[src/rtl/uart_reset_sequencer.sv]
// UART-controlled target reset sequencer: 'A' triggers a delayed reset pulse,
// 'W'/'D' followed by a big-endian 16-bit argument program width and delay.
module uart_reset_sequencer #(
    parameter logic [15:0] DEFAULT_WIDTH = 16'd16,
    parameter logic [15:0] DEFAULT_DELAY = 16'd0,
    parameter int unsigned ARG_TIMEOUT   = 1200000
) (
    input  logic        clk,
    input  logic        rst_n,
    input  logic [7:0]  rx_data,
    input  logic        rx_valid,
    output logic        target_rst_n,
    output logic        busy,
    output logic        done,
    output logic        cmd_err,
    output logic [15:0] cfg_width,
    output logic [15:0] cfg_delay
);

    localparam int TW = $clog2(ARG_TIMEOUT + 1);
    localparam logic [TW-1:0] TMO_LAST = TW'(ARG_TIMEOUT - 1);

    typedef enum logic [1:0] {P_IDLE, P_HI, P_LO} p_state_t;
    typedef enum logic [1:0] {S_IDLE, S_DELAY, S_PULSE} s_state_t;

    p_state_t        p_state;
    s_state_t        s_state;
    logic [TW-1:0]   tmo_cnt;
    logic            sel_width;
    logic [7:0]      arg_hi;
    logic [15:0]     s_cnt;
    logic [15:0]     w_lat;

    logic trig, seq_free, trig_ok, trig_rej, tmo_fire;

    function automatic logic [15:0] eff_width(input logic [15:0] w);
        return (w == 16'd0) ? 16'd1 : w;
    endfunction

    // Argument bytes never decode as commands, so triggers only come from P_IDLE.
    assign trig     = rx_valid && (p_state == P_IDLE) && (rx_data == 8'h41);
    assign seq_free = (s_state == S_IDLE) || ((s_state == S_PULSE) && (s_cnt == 16'd0));
    assign trig_ok  = trig && seq_free;
    assign trig_rej = trig && !seq_free;
    assign tmo_fire = (p_state != P_IDLE) && !rx_valid && (tmo_cnt == TMO_LAST);

    always_ff @(posedge clk) begin
        if (!rst_n) begin
            p_state   <= P_IDLE;
            tmo_cnt   <= '0;
            cmd_err   <= 1'b0;
            cfg_width <= DEFAULT_WIDTH;
            cfg_delay <= DEFAULT_DELAY;
        end else begin
            cmd_err <= tmo_fire || trig_rej;
            case (p_state)
                P_IDLE: begin
                    if (rx_valid && (rx_data == 8'h57 || rx_data == 8'h44)) begin
                        sel_width <= (rx_data == 8'h57);
                        tmo_cnt   <= '0;
                        p_state   <= P_HI;
                    end
                end
                P_HI: begin
                    if (rx_valid) begin
                        arg_hi  <= rx_data;
                        tmo_cnt <= '0;
                        p_state <= P_LO;
                    end else if (tmo_fire) begin
                        p_state <= P_IDLE;
                    end else begin
                        tmo_cnt <= tmo_cnt + TW'(1);
                    end
                end
                P_LO: begin
                    if (rx_valid) begin
                        if (sel_width) cfg_width <= {arg_hi, rx_data};
                        else           cfg_delay <= {arg_hi, rx_data};
                        p_state <= P_IDLE;
                    end else if (tmo_fire) begin
                        p_state <= P_IDLE;
                    end else begin
                        tmo_cnt <= tmo_cnt + TW'(1);
                    end
                end
                default: p_state <= P_IDLE;
            endcase
        end
    end

    // s_cnt holds the remaining cycles of the current phase minus one.
    always_ff @(posedge clk) begin
        if (!rst_n) begin
            s_state      <= S_IDLE;
            s_cnt        <= 16'd0;
            busy         <= 1'b0;
            done         <= 1'b0;
            target_rst_n <= 1'b1;
        end else begin
            done <= 1'b0;
            case (s_state)
                S_DELAY: begin
                    if (s_cnt == 16'd0) begin
                        s_state      <= S_PULSE;
                        target_rst_n <= 1'b0;
                        s_cnt        <= w_lat - 16'd1;
                    end else begin
                        s_cnt <= s_cnt - 16'd1;
                    end
                end
                S_PULSE: begin
                    if (s_cnt == 16'd0) begin
                        s_state      <= S_IDLE;
                        target_rst_n <= 1'b1;
                        busy         <= 1'b0;
                        done         <= 1'b1;
                    end else begin
                        s_cnt <= s_cnt - 16'd1;
                    end
                end
                default: ;
            endcase
            if (trig_ok) begin
                busy  <= 1'b1;
                w_lat <= eff_width(cfg_width);
                if (cfg_delay == 16'd0) begin
                    s_state      <= S_PULSE;
                    target_rst_n <= 1'b0;
                    s_cnt        <= eff_width(cfg_width) - 16'd1;
                end else begin
                    s_state      <= S_DELAY;
                    target_rst_n <= 1'b1;
                    s_cnt        <= cfg_delay - 16'd1;
                end
            end
        end
    end

endmodule
[config.mk]
export PLATFORM = sky130hd
export DESIGN_NAME = uart_reset_sequencer
export DESIGN_NICKNAME = d
export VERILOG_FILES = /design/src/rtl/uart_reset_sequencer.sv
export SDC_FILE = /design/constraint.sdc
export NUM_CORES = 1
export LEC_CHECK = 0
export CORE_MARGIN = 2
export CORE_UTILIZATION = 55
export CTS_BUF_LIST = sky130_fd_sc_hd__clkbuf_4 sky130_fd_sc_hd__clkbuf_8
export DETAILED_ROUTE_END_ITERATION = 8
export PLACE_DENSITY_LB_ADDON = 0.15
export REMOVE_ABC_BUFFERS = 1
export SYNTH_ARGS = -nofsm -noshare
export SYNTH_HDL_FRONTEND = slang
export SYNTH_SLANG_ARGS = --single-unit
[constraint.sdc]
create_clock -name clk -period 6.7 [get_ports clk]
set_input_delay 1.005 -clock clk [delete_from_list [all_inputs] [get_ports clk]]
set_output_delay 1.005 -clock clk [all_outputs]
set_load 0.02 [all_outputs]
==> flow_summary.json, run 1 <==
{
  "final-max-slew-violation-count": 0,
  "ys.flop_type": "dfxtp_1",
  "grt_max_degree": 42,
  "ys_ff_latch": 102,
  "fin_tns_setup_ns": 0,
  "finalCritPeriodShare_pct": 60.7,
  "antenna_found_initial": 0,
  "seq_area_frac_synth_pct": 39.2,
  "htreeDepth": 3,
  "cts_buffer_depth": 2,
  "status": "finished, final reports clean",
  "row_count": 37,
  "wl_mm": 15.9,
  "die_y_um": 107,
  "routedWlPerCell_um": 18.8,
  "async_reset_ff_share_pct": 0,
  "path_class": "reg2reg",
  "yosys.area.top_type_share_pct": 26.4,
  "synth_edf_count": 25,
  "synth_cell_types": 84,
  "period_minus_slack_ns": 4.07,
  "synthesis.area_um2": 5840,
  "switchingPower_w": 0.000263,
  "cts_buffers": 9,
  "cts_tree": "done",
  "yosysTopAreaCell": "dfxtp_1",
  "io_pins": 47,
  "drive_gt1_share_pct": 6.94,
  "hold_violations": 0,
  "hold_class": "reg2reg",
  "end_kind": "register",
  "numClockSinks": 102,
  "dr_total_vias": 5331,
  "tightest_slew_ns": 1.19,
  "power_frac_seq_pct": 58.7,
  "max-slew-margin-rel_pct": 20.5,
  "r2r_slack_ns": 2.63,
  "layout.nets": 721,
  "grt_pass1_vias": 4857,
  "intPower_w": 0.000818,
  "maxCapViolCount": 0,
  "ant_nets": 0,
  "die_area_um2": 11500,
  "cts_setup_buffers": 0,
  "clk_latency_ns": 0.37,
  "post-dp-hpwl_mm": 11.7,
  "rsz0062_at_grt": "false",
  "yosys_warnings": 0,
  "antennaDiodeCount": 0,
  "area_growth_pct": 11.1,
  "cp.arrival_ns": 4.33,
  "peakVddDrop_mv": 0.100,
  "remaining_drc_errors": 0,
  "critPathLaunchType": "register",
  "grt_util_all_layers_pct": 28.0,
  "cts_resized": 0,
  "grt-ovfl-total": 0,
  "first_pass_iters": 6,
  "power_switching_share_pct": 24.3,
  "cts_hold_buf": 0,
  "routabilityCongestion": 0.963,
  "fin_worst_skew_ns": 0.0149,
  "pwr-share-clk_pct": 35.0,
  "setup_viol": 0,
  "die_w_um": 107,
  "final_util_pct": 62.9,
  "start_util_pct": 56.6,
  "core_area_um2": 10300,
  "powerDensity_nw_per_um2": 167,
  "synth_area_leaders": "dfxtp_1 (26%), edfxtp_1 (13%), nand2_1 (6.1%), a21oi_1 (5.4%), xor2_1 (3.7%)",
  "clk_pin_slew_ns": 0.10,
  "grt_pass1_wl_mm": 25.2,
  "syn_avg_cell_area_um2": 8.50,
  "p_comb_share_pct": 6.3,
  "cp.required_ns": 6.96,
  "worst-path-max-fanout": 17,
  "viasPerCell": 6.33,
  "drt_iter0_drc": 523,
  "syn_inst": 687,
  "p_leak_nw": 2.34,
  "root_buffer": "clkbuf_8",
  "clock.fmax_ghz": 0.246,
  "numPortBuffers": 46
}
registers in the layout, indices dropped and copies added (netlist names):
signal	count
tmo_cnt	21
cfg_delay	16
cfg_width	16
s_cnt	16
w_lat	16
arg_hi	8
p_state	2
s_state	2
busy	1
cmd_err	1
done	1
sel_width	1
target_rst_n	1
power by group through the flow:
stage               Combinational [W]  Clock, W  Sequential [W]
global placement            0.0000653         0        0.000648
global route                0.0000740  0.000408        0.000635
CTS                         0.0000676  0.000383        0.000634
detailed placement          0.0000672         0        0.000648
finish                      0.0000684  0.000378        0.000634
floorplan                   0.0000412         0        0.000648
worst paths after layout:
kind / from / cells after the start / end
setup / recovery: cfg_delay[0]$_SDFFE_PN0P_ / 11 / s_cnt[10]$_SDFFE_PN0P_
hold / removal: tmo_cnt[20]$_SDFFE_PN0P_ / 2 / tmo_cnt[20]$_SDFFE_PN0P_
setup reg to reg: cfg_delay[0]$_SDFFE_PN0P_ / 11 / s_cnt[10]$_SDFFE_PN0P_
hold reg to reg: tmo_cnt[20]$_SDFFE_PN0P_ / 2 / tmo_cnt[20]$_SDFFE_PN0P_
cell usage after synthesis (all sizes together), types with 10 or more instances:
master / count
a21oi: 63
a31oi: 14
and3: 10
buf: 11
clkbuf: 36
dfxtp: 77
edfxtp: 25
inv: 14
nand2: 95
nand3: 25
nand4: 14
nor2: 52
nor3: 18
nor4: 10
o21ai: 29
or3: 10
or4: 10
xnor2: 18
xor2: 25
layout make-up:
class,count,area [um^2]
Clock buffer,12,159
Clock inverter,4,30.0
Fill cell,900,3830
Inverter,14,52.6
Multi-Input combinational cell,524,3300
Sequential cell,102,2290
Tap cell,136,170
Timing Repair Buffer,50,490
through the flow:
| stage | worst slack (ns) | area [um^2] | power, W | cells | hold WS, ns |
|---|---|---|---|---|---|
| detailed placement | 2.64 | 6300 | 0.000716 | 826 | 0.475 |
| finish | 2.63 | 6490 | 0.00108 | 842 | 0.486 |
| global route | 2.45 | 6490 | 0.00112 | 842 | 0.512 |
| global placement | 2.75 | 6300 | 0.000713 | 826 | 0.460 |
| CTS | 2.72 | 6490 | 0.00108 | 842 | 0.490 |
| floorplan | 3.11 | 5640 | 0.000689 | 640 | 0.445 |
layer usage:
metal  vias to the layer above  wire length (um)  track usage [%]
li1                       2543                 -                -
met1                      2558              7240             40.2
met5                         -                 0                0
met4                         0               346             8.81
met2                       203              7110             43.1
met3                        27              1160             4.56
kinds of logic (layout without fill, tap and decap cells):
logic type,count (synthesis),count (layout),synth area share (%)
compound gates,171,171,20.0
xor+xnor,43,43,6.45
fa+ha+maj,9,9,1.93
buf+inv,61,80,4.33
flops,102,102,39.2
mux,6,6,1.05
simple gates,295,295,27.0
placed cells by master (no fill, tap or decap), types with 6 or more instances in the layout:
| cell | synthesis | routed |
|---|---|---|
| a21oi_1 | 63 | 63 |
| a31oi_1 | 13 | 13 |
| and3_1 | 10 | 10 |
| clkbuf_8 | 0 | 11 |
| clkdlybuf4s50_1 | 0 | 46 |
| dfxtp_1 | 77 | 77 |
| edfxtp_1 | 25 | 25 |
| ha_1 | 9 | 9 |
| inv_1 | 14 | 14 |
| nand2_1 | 95 | 95 |
| nand3_1 | 25 | 25 |
| nand4_1 | 14 | 14 |
| nand4b_1 | 7 | 7 |
| nor2_1 | 52 | 52 |
| nor3_1 | 17 | 17 |
| nor4_1 | 8 | 8 |
| nor4b_1 | 7 | 7 |
| o211ai_1 | 6 | 6 |
| o21ai_0 | 28 | 28 |
| or3_1 | 10 | 10 |
| or4_1 | 6 | 6 |
| xnor2_1 | 18 | 18 |
| xor2_1 | 25 | 25 |
critical path: stages (launching register included):
cell       delay [ns]
dfxtp_1          0.38
or4_4            0.59
nor4_4           0.61
and2_0           0.77
and2_1           0.26
nor2_1           0.05
ha_1             0.21
nor3b_1          0.18
nand3b_1         0.17
a31oi_4          0.09
a31o_1           0.28
a2111oi_2        0.36
(Power assumes the default switching activity.)
==> run 2: changes to the inputs <==
clock period = 4.2 ns   (was 6.7 ns; I/O delays follow)
==> run 2 against run 1 <==
Combinational power up 61%; design area increased by 1.2%; hold slack worse by 0.0029 ns; fmax increased by 20%; power up 63%; wire length up 1.9%; largest cell class unchanged.
==> flow_summary.json, run 2 (synthesis results as in run 1) <==
{
  "status": "finished, final reports clean",
  "regMostFlops": "tmo_cnt",
  "routabilityCongestion": 0.947,
  "maxCapViolCount": 0,
  "cts_tree": "done",
  "grt-ovfl-total": 0,
  "period_minus_slack_ns": 3.38,
  "setup_viol": 0,
  "io_pins": 47,
  "cts_resized": 0,
  "drt_iter0_drc": 424,
  "powerDensity_nw_per_um2": 268,
  "final-max-slew-violation-count": 0,
  "clock.fmax_ghz": 0.296,
  "wl_mm": 16.2,
  "layout.nets": 729,
  "rsz0062_at_grt": "false",
  "largest_reg_flops": 21,
  "cp_slowest_cell": "dfxtp_1",
  "finalCritPeriodShare_pct": 80.4,
  "max-slew-margin-rel_pct": 29.3,
  "row_count": 37,
  "hold_class": "reg2reg",
  "remaining_drc_errors": 0,
  "critPathLaunchType": "register",
  "ant_nets": 0,
  "cts_buffers": 9,
  "grt_pass1_wl_mm": 25.4,
  "cts_buffer_depth": 2,
  "peakVddDrop_mv": 0.343,
  "post-dp-hpwl_mm": 11.9,
  "path_cells": "or4_4, nor3_4, buf_4, and2_0, and2_1, nor2_1, ha_1, nor3b_1, nand3b_1, a31oi_4, o211ai_1, a32o_1, a2111oi_2",
  "die_w_um": 107,
  "dpl-instance-area_um2": 6360,
  "area_growth_pct": 12.4,
  "final_area_um2": 6570,
  "cts_setup_buffers": 0,
  "cp.arrival_ns": 3.65,
  "end_kind": "register",
  "numClockSinks": 102,
  "path_class": "reg2reg",
  "clk_pin_slew_ns": 0.09,
  "die_y_um": 107,
  "first_pass_iters": 5,
  "htreeDepth": 3,
  "grt_util_all_layers_pct": 28.5,
  "grt_pass1_vias": 4858,
  "antenna_found_initial": 0,
  "final_common_cell": "nand2_1",
  "grt_max_degree": 35,
  "drive_gt1_share_pct": 7.98,
  "numPortBuffers": 46,
  "cts_hold_buf": 0,
  "antennaDiodeCount": 0,
  "fin_tns_setup_ns": 0,
  "place_ws_ns": 0.715,
  "hold_violations": 0,
  "routedWlPerCell_um": 19.0,
  "cpPeakStageDelay_ns": 0.54,
  "start_util_pct": 56.6,
  "core_area_um2": 10300,
  "die_area_um2": 11500,
  "viasPerCell": 6.40,
  "cp.required_ns": 4.47,
  "final_util_pct": 63.6,
  "worst-path-max-fanout": 19,
  "tightest_slew_ns": 1.06,
  "fin_ws_ns": 0.823,
  "p_leak_nw": 2.38,
  "final_cell_mix": "nand2_1 (95), dfxtp_1 (77), a21oi_1 (63)",
  "clk_latency_ns": 0.37,
  "dr_total_vias": 5443,
  "fin_worst_skew_ns": 0.00839,
  "root_buffer": "clkbuf_8"
}
-- run 2: changes by cell type in the layout (fill, tap and decap cells not counted) --
cell,change
buf_4,+8
bufinv_16,+1
clkinv_2,+3
clkinv_4,-2
inv_4,-2
-- run 2: per-stage QoR --
stage	hold slack, ns	cells	total power [W]
after global placement	0.456	834	0.00114
after floorplan	0.445	640	0.00110
after detailed placement	0.471	834	0.00114
after CTS	0.484	850	0.00177
final	0.483	850	0.00176
after global routing	0.517	850	0.00182
-- run 2: report_power, final --
group	internal, W	switching (W)
Clock	0.000312	0.000326
Combinational	0.0000412	0.0000693
Sequential	0.00101	0.00000488
-- run 2: final cells by class --
| class | count | area [um^2] |
|---|---|---|
| sequential | 102 | 2290 |
| clock buffer | 12 | 159 |
| multi-input combinational | 524 | 3300 |
| fill | 873 | 3760 |
| inverter | 14 | 52.6 |
| clock inverter | 4 | 45.0 |
| timing repair buffer | 58 | 551 |
| tap | 136 | 170 |
-- run 2: path summary, 6_finish.rpt --
kind | startpoint | to | slack, ns | cells past startpoint
max | cfg_delay[9]$_SDFFE_PN0P_ | s_cnt[10]$_SDFFE_PN0P_ | 0.82 | 13
min | tmo_cnt[20]$_SDFFE_PN0P_ | tmo_cnt[20]$_SDFFE_PN0P_ | 0.48 | 2
max reg2reg | cfg_delay[9]$_SDFFE_PN0P_ | s_cnt[10]$_SDFFE_PN0P_ | 0.82 | 13
min reg2reg | tmo_cnt[20]$_SDFFE_PN0P_ | tmo_cnt[20]$_SDFFE_PN0P_ | 0.48 | 2
-- run 2: routing by layer --
metal | track usage [%] | vias up | share of wire, %
met5 | 0 | - | 0
met4 | 12.2 | 0 | 2.8
met3 | 5.23 | 30 | 7.1
met2 | 43.0 | 221 | 45
met1 | 39.9 | 2634 | 45
li1 | - | 2558 | -
-- run 2: critical path, delay by kind of cell (launching register included) --
| family | cells | cell delay (ns) |
|---|---|---|
| AO/OA/AOI/OAI | 4 | 1.06 |
| adder cells (fa/ha/maj) | 1 | 0.18 |
| buffers and inverters | 1 | 0.21 |
| flip-flops | 1 | 0.54 |
| AND/OR/NAND/NOR | 7 | 1.27 |
==> run 3: changes to the inputs <==
clock period = 3.3 ns   (was 4.2 ns; I/O delays follow)
==> run 3 against run 2 <==
Critical path depth fell by 1; first-iteration DRC count rose by 38%; clock power rose by 31%; design area rose by 3.8%; global-route usage rose by 0.82 points; fmax rose by 15%; combinational power rose by 35%; register-to-register slack got worse by 0.47 ns; critical path type unchanged; clock-buffer cell count fell by 2; wire length rose by 1.3%; sequential power rose by 28%; sequential share of layout area fell by 1.2 points.
==> flow_summary.json, run 3 (synthesis results as in run 1) <==
{
  "grt_pass1_wl_mm": 26.2,
  "place_ws_ns": 0.198,
  "final-max-slew-violation-count": 0,
  "area_growth_pct": 16.6,
  "core_area_um2": 10300,
  "clk_pin_slew_ns": 0.09,
  "rsz0062_at_grt": "false",
  "remaining_drc_errors": 0,
  "cts_buffers": 9,
  "end_kind": "register",
  "min_to": "tmo_cnt[20]$_SDFFE_PN0P_",
  "peakVddDrop_mv": 0.323,
  "largest_reg_flops": 21,
  "critPathLaunchType": "register",
  "cp_slowest_cell": "dfxtp_1",
  "grt_util_all_layers_pct": 29.3,
  "worstRegToRegCells": 12,
  "path_cells": "or4_4, nor4_1, a21o_1, and2_1, nor2_1, ha_1, nor3b_2, nand3b_1, a31oi_4, o211ai_1, a32o_1, a2111oi_2",
  "power_frac_seq_pct": 56.7,
  "dr_total_vias": 5527,
  "hold_violations": 0,
  "io_pins": 47,
  "cts_buffer_depth": 2,
  "hold_path.startpoint": "tmo_cnt[20]$_SDFFE_PN0P_",
  "r2r_end": "s_cnt[10]$_SDFFE_PN0P_",
  "die_w_um": 107,
  "antennaDiodeCount": 0,
  "max-slew-margin-rel_pct": 54.4,
  "start_util_pct": 56.6,
  "regMostFlops": "tmo_cnt",
  "cpPeakStageDelay_ns": 0.46,
  "maxCapViolCount": 0,
  "viasPerCell": 6.28,
  "powerDensity_nw_per_um2": 333,
  "worst-path-max-fanout": 8,
  "root_buffer": "clkbuf_8",
  "grt_max_degree": 35,
  "htreeDepth": 3,
  "fin_ws_ns": 0.352,
  "antenna_found_initial": 0,
  "drt_iter0_drc": 584,
  "cts_tree": "done",
  "tightest_slew_ns": 0.678,
  "status": "finished, final reports clean",
  "switchingPower_w": 0.000553,
  "hold_class": "reg2reg",
  "intPower_w": 0.00172,
  "p_leak_nw": 2.55,
  "path_class": "reg2reg",
  "cp_top_family": "compound AO/OA/AOI/OAI gates",
  "whs_path_depth": 2,
  "clk_latency_ns": 0.39,
  "die_y_um": 107,
  "reg2reg_from": "cfg_width[10]$_SDFFE_PN0P_",
  "routabilityCongestion": 0.949,
  "r2r_slack_ns": 0.35,
  "setup_viol": 0,
  "finalCritPeriodShare_pct": 89.3,
  "row_count": 37,
  "final_common_cell": "nand2_1",
  "cp.required_ns": 3.58,
  "numClockSinks": 102,
  "power_switching_share_pct": 24.3,
  "final_cell_mix": "nand2_1 (95), dfxtp_1 (75), a21oi_1 (63)",
  "die_area_um2": 11500,
  "fin_worst_skew_ns": 0.0159,
  "drive_gt1_share_pct": 12.0,
  "pwr-share-clk_pct": 36.8,
  "routedWlPerCell_um": 18.6,
  "post-dp-hpwl_mm": 12.2,
  "grt_pass1_vias": 5079,
  "grt-ovfl-total": 0,
  "first_pass_iters": 6,
  "clock.fmax_ghz": 0.339,
  "period_minus_slack_ns": 2.95,
  "wl_mm": 16.4,
  "cp.arrival_ns": 3.23,
  "cts_resized": 0,
  "ant_nets": 0,
  "p_total_w": 0.00227,
  "cts_setup_buffers": 0,
  "critPathBufInv": 0,
  "layout.nets": 759,
  "cts_hold_buf": 0,
  "numPortBuffers": 46,
  "p_comb_share_pct": 6.5
}
==> run 3: worst register-to-register path: stages (launching register included) <==
cell	delay, ns
dfxtp_1	0.46
or4_4	0.23
nor4_1	0.07
a21o_1	0.19
and2_1	0.17
nor2_1	0.09
ha_1	0.18
nor3b_2	0.24
nand3b_1	0.19
a31oi_4	0.29
o211ai_1	0.14
a32o_1	0.27
a2111oi_2	0.32
==> run 3: per-stage QoR <==
stage | cell area, um^2 | cells | util (%) | setup TNS (ns) | hold slack (ns)
2_1_floorplan | 5640 | 640 | - | -4.94 | 0.445
3_3_place_gp | 6600 | 864 | 63.9 | 0 | 0.460
3_5_place_dp | 6600 | 864 | 63.9 | 0 | 0.469
4_1_cts | 6810 | 880 | 65.9 | 0 | 0.485
5_1_grt | 6810 | 880 | 66.0 | 0 | 0.526
6_report | 6810 | 880 | 66.0 | 0 | 0.484
==> run 3: routing by layer <==
metal	global-route usage [%]	wire, um	vias up
met5	0	0	-
met4	9.37	309	0
met3	7.84	1510	27
met2	43.8	7290	261
met1	41.2	7260	2631
li1	-	-	2608
==> run 3: final cells by class <==
type,instances,area [um^2]
inverter,14,52.6
fill,885,3510
sequential,102,2290
timing repair buffer,88,788
clock buffer,10,138
multi-input combinational,524,3300
tap,136,170
clock inverter,6,67.6
==> run 3: power groups by stage <==
stage / Sequential (W) / Clock, W / Combinational (W)
floorplan: 0.00132 / 0 / 0.0000837
global placement: 0.00132 / 0 / 0.000142
detailed placement: 0.00132 / 0 / 0.000145
CTS: 0.00129 / 0.000847 / 0.000146
global route: 0.00129 / 0.000891 / 0.000162
finish: 0.00129 / 0.000835 / 0.000148
==> run 3: worst max path at each step <==
stage / from / to / cells past startpoint
floorplan: s_cnt[2]$_SDFFE_PN0P_ / w_lat[0]$_DFFE_PP_ / 5
global placement: rx_data[0] / w_lat[3]$_DFFE_PP_ / 7
detailed placement: cfg_width[3]$_SDFFE_PN0P_ / s_cnt[10]$_SDFFE_PN0P_ / 12
CTS: cfg_width[3]$_SDFFE_PN0P_ / s_cnt[10]$_SDFFE_PN0P_ / 12
global route: cfg_width[10]$_SDFFE_PN0P_ / s_cnt[10]$_SDFFE_PN0P_ / 12
finish: cfg_width[10]$_SDFFE_PN0P_ / s_cnt[10]$_SDFFE_PN0P_ / 12
